[config.mk]
export PLATFORM = sky130hd
export DESIGN_NAME = ex_operand_stage
export DESIGN_NICKNAME = d
export VERILOG_FILES = /design/src/rtl/ex_operand_stage.sv
export SDC_FILE = /design/constraint.sdc
export NUM_CORES = 1
export LEC_CHECK = 0
export CAP_MARGIN = 20
export CORE_AREA = 4 4 163 165
export DETAILED_ROUTE_END_ITERATION = 7
export DIE_AREA = 0 0 167 169
export DONT_BUFFER_PORTS = 1
export PLACE_DENSITY = 0.46
export SYNTH_ARGS = -nofsm -noshare
export SYNTH_HDL_FRONTEND = slang
export SYNTH_SLANG_ARGS = --single-unit
[constraint.sdc]
create_clock -name clk -period 3.7 [get_ports clk]
set_input_delay 0.37 -clock clk [delete_from_list [all_inputs] [get_ports clk]]
set_output_delay 0.37 -clock clk [all_outputs]
set_load 0.05 [all_outputs]
[src/rtl/ex_operand_stage.sv]
// ID/EX stage register with forwarding-select operand muxing and load-use bubble insertion.
// Optional load-use stall counter enabled by defining EX_OPERAND_STALL_CNT_EN.
module ex_operand_stage #(
   parameter int unsigned XLEN   = 32,
   parameter int unsigned CTRL_W = 16
) (
   input  logic              clk,
   input  logic              rst_n,
   input  logic              id_valid,
   output logic              id_ready,
   input  logic [XLEN-1:0]   id_pc,
   input  logic [4:0]        id_rs1,
   input  logic [4:0]        id_rs2,
   input  logic              id_use_rs1,
   input  logic              id_use_rs2,
   input  logic [4:0]        id_rd,
   input  logic              id_reg_write,
   input  logic              id_mem_read,
   input  logic [XLEN-1:0]   id_rs1_data,
   input  logic [XLEN-1:0]   id_rs2_data,
   input  logic [XLEN-1:0]   id_imm,
   input  logic [CTRL_W-1:0] id_ctrl,
   input  logic [1:0]        forward_a,
   input  logic [1:0]        forward_b,
   input  logic [XLEN-1:0]   ex_result,
   input  logic [XLEN-1:0]   mem_result,
   input  logic              flush,
   output logic              ex_valid,
   input  logic              ex_ready,
   output logic [XLEN-1:0]   ex_pc,
   output logic [XLEN-1:0]   ex_imm,
   output logic [XLEN-1:0]   ex_op_a,
   output logic [XLEN-1:0]   ex_op_b,
   output logic [4:0]        ex_rd,
   output logic              ex_reg_write,
   output logic              ex_mem_read,
   output logic [CTRL_W-1:0] ex_ctrl,
   output logic [31:0]       stall_cnt
);

   localparam int unsigned CNT_W = 32;

   logic              advance;
   logic              hazard;
   logic              capture;
   logic              bubble;
   logic              rs1_hit;
   logic              rs2_hit;
   logic              reg_write_q;
   logic [XLEN-1:0]   op_a_sel;
   logic [XLEN-1:0]   op_b_sel;

   // Hazard detection and handshake decisions on current-cycle inputs.
   always_comb begin
      advance  = 1'b0;
      hazard   = 1'b0;
      rs1_hit  = 1'b0;
      rs2_hit  = 1'b0;
      capture  = 1'b0;
      bubble   = 1'b0;
      id_ready = 1'b0;

      advance  = !ex_valid || ex_ready;
      rs1_hit  = id_use_rs1 && (ex_rd == id_rs1);
      rs2_hit  = id_use_rs2 && (ex_rd == id_rs2);
      hazard   = ex_valid && ex_mem_read && (ex_rd != 5'd0) && (rs1_hit || rs2_hit);
      id_ready = flush || (advance && !hazard);
      capture  = !flush && advance && id_valid && !hazard;
      bubble   = !flush && advance && !capture;
   end

   // Bypass muxes; select 11 falls back to the register file.
   always_comb begin
      op_a_sel = id_rs1_data;
      op_b_sel = id_rs2_data;
      case (forward_a)
         2'b10:   op_a_sel = ex_result;
         2'b01:   op_a_sel = mem_result;
         default: op_a_sel = id_rs1_data;
      endcase
      case (forward_b)
         2'b10:   op_b_sel = ex_result;
         2'b01:   op_b_sel = mem_result;
         default: op_b_sel = id_rs2_data;
      endcase
   end

   always_ff @(posedge clk or negedge rst_n) begin
      if (!rst_n) begin
         ex_valid <= 1'b0;
      end else if (flush || bubble) begin
         ex_valid <= 1'b0;
      end else if (capture) begin
         ex_valid <= 1'b1;
      end
   end

   // Payload registers load only on capture, so they hold through bubbles and back-pressure.
   always_ff @(posedge clk or negedge rst_n) begin
      if (!rst_n) begin
         ex_pc       <= '0;
         ex_imm      <= '0;
         ex_op_a     <= '0;
         ex_op_b     <= '0;
         ex_rd       <= '0;
         reg_write_q <= 1'b0;
         ex_mem_read <= 1'b0;
         ex_ctrl     <= '0;
      end else if (capture) begin
         ex_pc       <= id_pc;
         ex_imm      <= id_imm;
         ex_op_a     <= op_a_sel;
         ex_op_b     <= op_b_sel;
         ex_rd       <= id_rd;
         reg_write_q <= id_reg_write;
         ex_mem_read <= id_mem_read;
         ex_ctrl     <= id_ctrl;
      end
   end

   assign ex_reg_write = ex_valid && reg_write_q;

`ifdef EX_OPERAND_STALL_CNT_EN
   logic [CNT_W-1:0] stall_q;

   // Saturating count of cycles an ID instruction is held by a load-use hazard.
   always_ff @(posedge clk or negedge rst_n) begin
      if (!rst_n) begin
         stall_q <= '0;
      end else if (id_valid && hazard && !flush && (stall_q != {CNT_W{1'b1}})) begin
         stall_q <= stall_q + CNT_W'(1);
      end
   end

   assign stall_cnt = stall_q;
`else
   assign stall_cnt = CNT_W'(0);
`endif

endmodule
==> flow_summary.yaml, run 1 <==
placed_design:
  dp_hpwl_um: 16200
  place_area_sq_um: 7420
  pre_cts_ws_ns: 0.985
  dp_cells: 898
  io_buffers: 0
  globalplace.congestion: 0.994
logic_synthesis:
  ys_warn_count: 0
  synth_seq_cells: 152
  yosysUniqueCellTypes: 25
  yosysTopAreaCell: "dfrtp_1"
  syn_area_sq_um: 7280
  avgSynthCellArea_sq_um: 12.1
  yosysTopAreaCellShare_pct: 52.2
  seq_area_frac_synth_pct: 52.2
  synth_cells: 604
  netlist_top_cells_area: "dfrtp_1 52%, mux2_1 15%, mux2_2 7.7%"
clocking:
  cts.sinks: 152
  clk_path_buf_depth: 2
  clockRootBuffer: "clkbuf_16"
  htree_levels: 4
  post_cts_buffers: 0
  cts_buffers: 17
  path_clk_slew_ns: 0.08
  cts_tree: "built"
  clock_latency_ns: 0.42
  cts_resized: 0
finish:
  final_cell_mix: "152 x dfrtp_1, 100 x mux2_1, 69 x nand2_1"
  fin_nets: 827
  fin_area_sq_um: 8050
  areaGrowthSynthToFinish_pct: 10.6
  drive_gt1_share_pct: 15.3
  final_util_pct: 32.1
  final_common_cell: "dfrtp_1"
  seq_area_sq_um: 3800
  stdcell_count: 932
  fillers: 2526
  multi_input_area_sq_um: 3110
pwr:
  leakage_nw: 3.37
  ir_drop_v: 0.000268
  powerDensity_nw_per_um2: 718
critical_path:
  setup.worst_path.start_class: "flop"
  reg2reg_to: "ex_op_a[13]"
  crit_type: "reg2out"
  max_stage_delay_ns: 0.63
  arrival_ns: 2.39
  reg2reg_from: "ex_rd[0]"
  worstRegToRegCells: 5
  cp.required_ns: 3.33
  path_max_fanout: 5
  cp_cell_sequence: "or3_1, o311a_1, nand2_1, a21o_1"
  r2r_slack_ns: 0.96
  cp-end-kind: "output pin"
  cp_slowest_cell: "dfrtp_1"
worst_hold_path:
  hp-class: "in2async"
status:
  violations: "hold timing"
  status: "finished with violations"
sta:
  hold_ws_ns: -0.360
  max_slew_margin_pct: 33.5
  clock_skew_ns: 0.0151
  setup_tns_ns: 0
  finalCritPeriodShare_pct: 74.7
  report.final.hold_viol_count: 152
  setup_violations: 0
  fmax_mhz: 362
  drv_slew: 0
  worst-slew-pin-transition_ns: 0.997
  finalCriticalPeriod_ns: 2.76
  setup_ws_ns: 0.937
  rsz0062_at_grt: "no"
job:
  maxCapViolations: 0
drt:
  viasPerCell: 5.12
  drc: 0
  detail-route-antenna-nets: 0
  wl_per_cell_um: 23.3
  finalWirelength_um: 21700
  vias: 4769
  drt_iter0_markers: 276
  drtPass1Iterations: 5
global_routing:
  grt_max_degree: 153
  antenna_found_initial: 3
  grt_pass1_vias: 5029
  overflow: 0
  grt_use_total_pct: 14.5
  grt_pass1_wl_um: 31800
floorplan:
  start_util_pct: 29.1
  rows: 58
  dieArea_sq_um: 28200
  io_pins: 421
  die_y_um: 169
  die_x_um: 167
  core-area_sq_um: 25000
critical path, delay by kind of cell (launching register included):
| kind | cells | cell delay [ns] |
|---|---|---|
| compound gates | 2 | 0.77 |
| flops | 1 | 0.63 |
| simple gates | 2 | 0.58 |
final cells by class:
class | instances | area share, %
Antenna cell | 2 | 0.0622
Clock buffer | 17 | 5.29
Clock inverter | 15 | 2.41
Inverter | 4 | 0.187
Multi-Input combinational cell | 405 | 38.6
Sequential cell | 152 | 47.3
Tap cell | 330 | 5.13
Timing Repair Buffer | 7 | 1.06
state kept, by name, indices dropped and copies added, names as in the netlist:
name,cells
ex_imm,32
ex_op_a,32
ex_op_b,32
ex_pc,32
ex_ctrl,16
ex_rd,5
ex_mem_read,1
ex_valid,1
reg_write_q,1
worst max path at each step:
stage	start	endpoint	slack [ns]	cells past startpoint
after floorplan	ex_rd[1]	ex_ctrl[13]	1.36	6
after CTS	ex_rd[0]	id_ready	0.90	4
after detailed placement	ex_rd[0]	ex_pc[21]	0.99	5
after global placement	ex_rd[0]	ex_op_a[31]	1.02	5
final	ex_rd[0]	id_ready	0.94	4
after global routing	ex_rd[0]	id_ready	0.79	5
metrics by stage:
| stage | power [mW] | hold slack [ns] |
|---|---|---|
| after floorplan | 3.86 | 0.0744 |
| after global placement | 4.04 | 0.0801 |
| after detailed placement | 4.06 | 0.0801 |
| after CTS | 5.87 | -0.390 |
| after global routing | 6.03 | -0.408 |
| final | 5.78 | -0.360 |
power breakdown:
| group | total, mW | switching, mW | internal (mW) |
|---|---|---|---|
| clock network | 1.76 | 0.838 | 0.925 |
| logic | 0.616 | 0.328 | 0.289 |
| registers | 3.40 | 1.44 | 1.96 |
per-layer routing:
layer	GRT usage [%]	up-vias	wire length [um]
li1	-	2068	-
met1	16.2	2343	7810
met2	24.4	331	11100
met3	6.80	25	2420
met4	4.91	2	348
met5	0	-	13
Yosys cell counts:
cell	count
mux2i_1	1
o2bb2ai_1	1
buf_6	10
a21o_1	1
inv_1	4
buf_2	5
buf_4	33
dfrtp_1	152
mux2_2	50
nand2b_1	1
or3_1	1
a22oi_1	64
a21oi_2	1
xnor2_1	10
o21ai_0	64
clkbuf_1	26
and2_1	1
o22ai_1	1
nor2b_1	1
o311a_1	1
ha_1	4
nand4_1	2
mux2_1	100
nand2_1	69
conb_1	1
logic make-up after synthesis:
group / Yosys count / synth area share (%)
multiplexers: 151 / 23.3
AND/OR/NAND/NOR: 75 / 4.07
flip-flops: 152 / 52.2
buffers and inverters: 78 / 6.84
XOR/XNOR: 10 / 1.20
adder cells (fa/ha/maj): 4 / 0.687
other: 1 / 0.0515
AO/OA/AOI/OAI: 133 / 11.6
(Power assumes the default switching activity.)
==> run 2: changes to the inputs <==
==> constraint.sdc (replaced) <==
create_clock -name clk -period 2.75 [get_ports clk]
set_input_delay 0.275 -clock clk [delete_from_list [all_inputs] [get_ports clk]]
set_output_delay 0.275 -clock clk [all_outputs]
set_load 0.05 [all_outputs]
==> flow_summary.yaml, run 2 (synthesis results as in run 1) <==
status:
  status: "finished with violations"
  violations: "hold timing"
placed_design:
  dp_cells: 906
  dp_hpwl_um: 16300
  io_buffers: 0
  globalplace.congestion: 0.920
sta:
  worst-slew-pin-transition_ns: 0.734
  hold_ws_ns: -0.449
  fmax_mhz: 399
  setup_tns_ns: 0
  report.final.hold_viol_count: 152
  drv_slew: 0
  clock_skew_ns: 0.0167
  finalCritPeriodShare_pct: 91.2
  max_slew_margin_pct: 51.1
  finalCriticalPeriod_ns: 2.51
  setup_violations: 0
  rsz0062_at_grt: "no"
global_routing:
  grt_pass1_vias: 5540
  antenna_found_initial: 0
  overflow: 0
  grt_use_total_pct: 14.8
  grt_max_degree: 153
  grt_pass1_wl_um: 33000
critical_path:
  crit_buf_inv: 1
  cp_cell_sequence: "buf_4, xnor2_1, nand4_1, o22ai_1, nand2_1, a21o_1"
  arrival_ns: 2.23
  cp.required_ns: 2.48
  reg2reg_to: "ex_op_a[13]"
  setup.worst_path.start_class: "flop"
  worstRegToRegCells: 5
  cp_slowest_cell: "dfrtp_1"
  max_stage_delay_ns: 0.38
  r2r_slack_ns: 0.43
  reg2reg_from: "ex_rd[1]"
  path_max_fanout: 4
  crit_type: "reg2out"
  cp-end-kind: "output pin"
  critPathTopFamily: "compound AO/OA/AOI/OAI gates"
clocking:
  clk_path_buf_depth: 2
  hold_buffers: 88
  htree_levels: 4
  cts_buffers: 17
  clock_latency_ns: 0.42
  cts_tree: "built"
  cts.sinks: 152
  path_clk_slew_ns: 0.07
  clockRootBuffer: "clkbuf_16"
  post_cts_buffers: 0
  cts_resized: 0
pwr:
  ir_drop_v: 0.000378
  powerDensity_nw_per_um2: 880
  leakage_nw: 3.78
  finalPower_mw: 7.91
drt:
  viasPerCell: 5.02
  finalWirelength_um: 21900
  vias: 5150
  drc: 0
  wl_per_cell_um: 21.4
  drt_iter0_markers: 316
  detail-route-antenna-nets: 0
  drtPass1Iterations: 7
finish:
  final_common_cell: "dfrtp_1"
  final_util_pct: 35.9
  fin_nets: 923
  areaGrowthSynthToFinish_pct: 23.4
  drive_gt1_share_pct: 14.4
  stdcell_count: 1026
  diodes: 0
  final_cell_mix: "152 x dfrtp_1, 100 x mux2_1, 88 x dlygate4sd3_1"
floorplan:
  core-area_sq_um: 25000
  rows: 58
  die_x_um: 167
  dieArea_sq_um: 28200
  start_util_pct: 29.1
  io_pins: 421
  die_y_um: 169
worst_hold_path:
  hp-class: "in2async"
job:
  maxCapViolations: 0
-- run 2: changes by cell type in the layout (fill, tap and decap cells not counted), sizes merged --
| cell | change |
|---|---|
| diode | -2 |
| clkinv | -1 |
| buf | +8 |
| inv | +1 |
| dlygate4sd3 | +88 |
-- run 2: layout make-up --
type,instances,area (sq um)
clock buffer,17,425
clock inverter,15,191
fill,2440,16000
inverter,4,15.0
multi-input combinational,405,3110
sequential,152,3800
tap,330,413
timing repair buffer,103,1030
-- run 2: how the worst max path moves through the flow --
stage | cells after the start | from | end
after floorplan | 6 | ex_rd[1] | ex_ctrl[13]
after global routing | 6 | ex_rd[0] | id_ready
after CTS | 6 | ex_rd[0] | id_ready
after global placement | 5 | ex_rd[1] | ex_op_a[21]
final | 6 | ex_rd[0] | id_ready
after detailed placement | 5 | ex_rd[1] | ex_pc[2]
-- run 2: report_power, final --
part / internal, mW / switching, mW / total, mW
clock network: 1.24 / 1.13 / 2.37
registers: 2.64 / 1.86 / 4.50
logic: 0.495 / 0.541 / 1.04
-- run 2: worst register-to-register path: stages, from the launching register on --
cell and delay (ns):
dfrtp_1 0.38, or3_1 0.36, o311a_1 0.34, a21oi_4 0.36, buf_12 0.33, mux2_1 0.44
-- run 2: layer usage --
layer  global-route usage (%)  vias up  part of all wire, %  wire, um
li1                         -     2251                    -         -
met1                     16.3     2527                   35      7740
met2                     25.6      327                   51     11200
met3                     6.31       45                   11      2380
met4                     5.59        0                  2.8       621
met5                        0        -                    0         0
-- run 2: through the flow --
| stage | setup WS (ns) | cell area [sq um] |
|---|---|---|
| floorplan | 0.412 | 7400 |
| global placement | 0.477 | 7490 |
| detailed placement | 0.428 | 7490 |
| CTS | 0.226 | 8990 |
| global route | 0.130 | 8990 |
| finish | 0.242 | 8990 |
==> run 3: changes to the inputs <==
==> config.mk (replaced) <==
export PLATFORM = sky130hd
export DESIGN_NAME = ex_operand_stage
export DESIGN_NICKNAME = d
export VERILOG_FILES = /design/src/rtl/ex_operand_stage.sv
export SDC_FILE = /design/constraint.sdc
export NUM_CORES = 1
export LEC_CHECK = 0
export ABC_AREA = 1
export CAP_MARGIN = 20
export CORE_AREA = 4 4 160 162
export DETAILED_ROUTE_END_ITERATION = 7
export DIE_AREA = 0 0 164 166
export DONT_BUFFER_PORTS = 1
export PLACE_DENSITY = 0.5
export SYNTH_ARGS = -nofsm -noshare
export SYNTH_HDL_FRONTEND = slang
export SYNTH_SLANG_ARGS = --single-unit
==> flow_summary.yaml, run 3 <==
logic_synthesis:
  synth_simple_gate_area_share_pct: 35.0
  yosysTopAreaCellShare_pct: 47.5
  muxShareOfSynthArea_pct: 0
  synth_compound_area_share_pct: 5.15
  synthTopCellsByCount: "524 x nand2_1, 154 x nand3_1, 152 x dfrtp_1"
  synth_cells: 1114
  netlist_top_cells_area: "dfrtp_1 47%, nand2_1 25%, nand3_1 9.6%"
  ys.flop_type: "dfrtp_1"
  syn_area_sq_um: 8010
  seq_area_frac_synth_pct: 47.5
  synth_top_family_by_area: "simple AND/OR/NAND/NOR gates"
  synth_edf_count: 0
  avgSynthCellArea_sq_um: 7.19
  async_flop_share_pct: 100
  synthXorXnorAreaFrac_pct: 0
  ys_warn_count: 0
  synth_seq_cells: 152
  yosysUniqueCellTypes: 19
  synth_most_common_cell: "nand2_1"
  yosysTopAreaCell: "dfrtp_1"
  yosys.area_share.adder_pct: 0.625
drt:
  drtPass1Iterations: 4
  viasPerCell: 4.90
  drt_iter0_markers: 511
  vias: 7361
  wl_per_cell_um: 19.0
  detail-route-antenna-nets: 0
  drc: 0
  finalWirelength_um: 28500
placed_design:
  globalplace.congestion: 0.835
  pre_cts_ws_ns: 0.709
  dp_hpwl_um: 19700
  place_area_sq_um: 8260
  io_buffers: 0
sta:
  setup_tns_ns: 0
  max_slew_margin_pct: 55.0
  fmax_mhz: 403
  hold_ws_ns: -0.461
  rsz0062_at_grt: "no"
  finalCritPeriodShare_pct: 90.2
  finalCriticalPeriod_ns: 2.48
  setup_ws_ns: 0.268
  drv_slew: 0
  clock_skew_ns: 0.0129
  report.final.hold_viol_count: 152
  setup_violations: 0
  worst-slew-pin-transition_ns: 0.675
pwr:
  finalPower_mw: 7.64
  ir_drop_v: 0.000378
  powerDensity_nw_per_um2: 790
  leakage_nw: 5.37
critical_path:
  worstRegToRegCells: 11
  critPathTopFamily: "buffers and inverters"
  max_stage_delay_ns: 0.40
  arrival_ns: 2.21
  crit_type: "reg2out"
  cp_cell_sequence: "buf_4, nand2_1, nand2_1, nor2_1, nand3_1, nand2_1, nand2_4, buf_12, a21o_1, buf_12"
  cp-end-kind: "output pin"
  cp.required_ns: 2.48
  cp_slowest_cell: "dfrtp_1"
  cp_common_cell: "nand2_1"
  setup.worst_path.start_class: "flop"
  cp_num_cells: 10
  crit_buf_inv: 3
  path_max_fanout: 82
floorplan:
  rows: 57
  dieArea_sq_um: 27200
  die_x_um: 164
  core-area_sq_um: 24100
  io_pins: 421
  die_y_um: 166
  start_util_pct: 33.2
clocking:
  post_cts_buffers: 0
  cts.sinks: 152
  cts_resized: 0
  cts_buffers: 17
  path_clk_slew_ns: 0.07
  clk_path_buf_depth: 2
  clock_latency_ns: 0.42
  hold_buffers: 83
  htree_levels: 4
  cts_tree: "built"
  clockRootBuffer: "clkbuf_16"
finish:
  drive_gt1_share_pct: 5.35
  final_util_pct: 40.2
  fin_area_sq_um: 9680
  final_common_cell: "nand2_1"
  fin_nets: 1406
  final_cell_mix: "524 x nand2_1, 154 x nand3_1, 152 x dfrtp_1"
  diodes: 0
  areaGrowthSynthToFinish_pct: 20.9
job:
  maxCapViolations: 0
status:
  violations: "hold timing"
  status: "finished with violations"
worst_hold_path:
  hp-class: "in2async"
global_routing:
  grt_pass1_vias: 7270
  grt_pass1_wl_um: 42300
  overflow: 0
  antenna_found_initial: 1
  grt_max_degree: 153
  grt_use_total_pct: 19.9
## run 3: cell types whose count changed after synthesis, sizes merged, moves of 8 or more
| cell | before | now |
|---|---|---|
| buf | 48 | 73 |
| nand3 | 0 | 154 |
| o22ai | 1 | 64 |
| clkbuf | 26 | 34 |
| inv | 4 | 92 |
| nor2 | 0 | 10 |
| a22oi | 64 | 0 |
| o21ai | 64 | 1 |
| mux2 | 150 | 0 |
| nand2 | 69 | 526 |
| xnor2 | 10 | 0 |
## run 3: metrics by stage
stage | hold slack [ns] | std cells
2_1_floorplan | -0.0206 | 1145
3_3_place_gp | -0.0167 | 1388
3_5_place_dp | -0.0167 | 1388
4_1_cts | -0.481 | 1502
5_1_grt | -0.492 | 1502
6_report | -0.461 | 1502
## run 3: per-layer routing
| metal | part of all wire, % | wire [um] | GRT usage, % |
|---|---|---|---|
| met4 | 2.1 | 604 | 5.91 |
| met3 | 11 | 3030 | 8.39 |
| met5 | 0.070 | 20 | 0 |
| met2 | 49 | 14000 | 34.1 |
| met1 | 38 | 10800 | 22.7 |
## run 3: area by class of cell
| type | count | area [sq um] |
|---|---|---|
| clock inverters | 14 | 163 |
| clock buffers | 17 | 425 |
| repair buffers | 109 | 1140 |
| fillers | 2564 | 14400 |
| flip-flops and latches | 152 | 3800 |
| well taps | 324 | 405 |
| inverters | 92 | 345 |
| multi-input cells | 794 | 3400 |
## run 3: cell families after synthesis
family                     count (synthesis)
AOI/OAI and AO/OA                         66
adders and majority gates                  4
buffers and inverters                    199
DFF                                      152
other                                      1
and+or+nand+nor                          692
## run 3: worst paths after layout
check / startpoint / end / slack, ns
worst max-delay path: ex_rd[0] / id_ready / 0.27
worst min-delay path: rst_n / ex_imm[13] / -0.46
worst max register to register: ex_rd[0] / ex_op_a[31] / 0.68
worst min register to register: reg_write_q / reg_write_q / 0.49
max in group asynchronous: rst_n / ex_op_a[4] / 2.99
min in group clk: id_imm[17] / ex_imm[17] / 0.02
## run 3: power by group
part	internal, mW	switching, mW
sequential	2.57	1.58
clock	1.36	1.03
combinational	0.396	0.712
total	4.32	3.32
## run 3: worst reg2reg max path, stage by stage, from the launching register on
cell     delay [ns]
dfrtp_1        0.40
buf_4          0.24
nand2_1        0.08
nand2_1        0.06
nor2_1         0.04
nand3_1        0.07
nand2_1        0.08
nand2_4        0.09
buf_12         0.33
buf_4          0.41
nand3_1        0.12
nand2_1        0.09
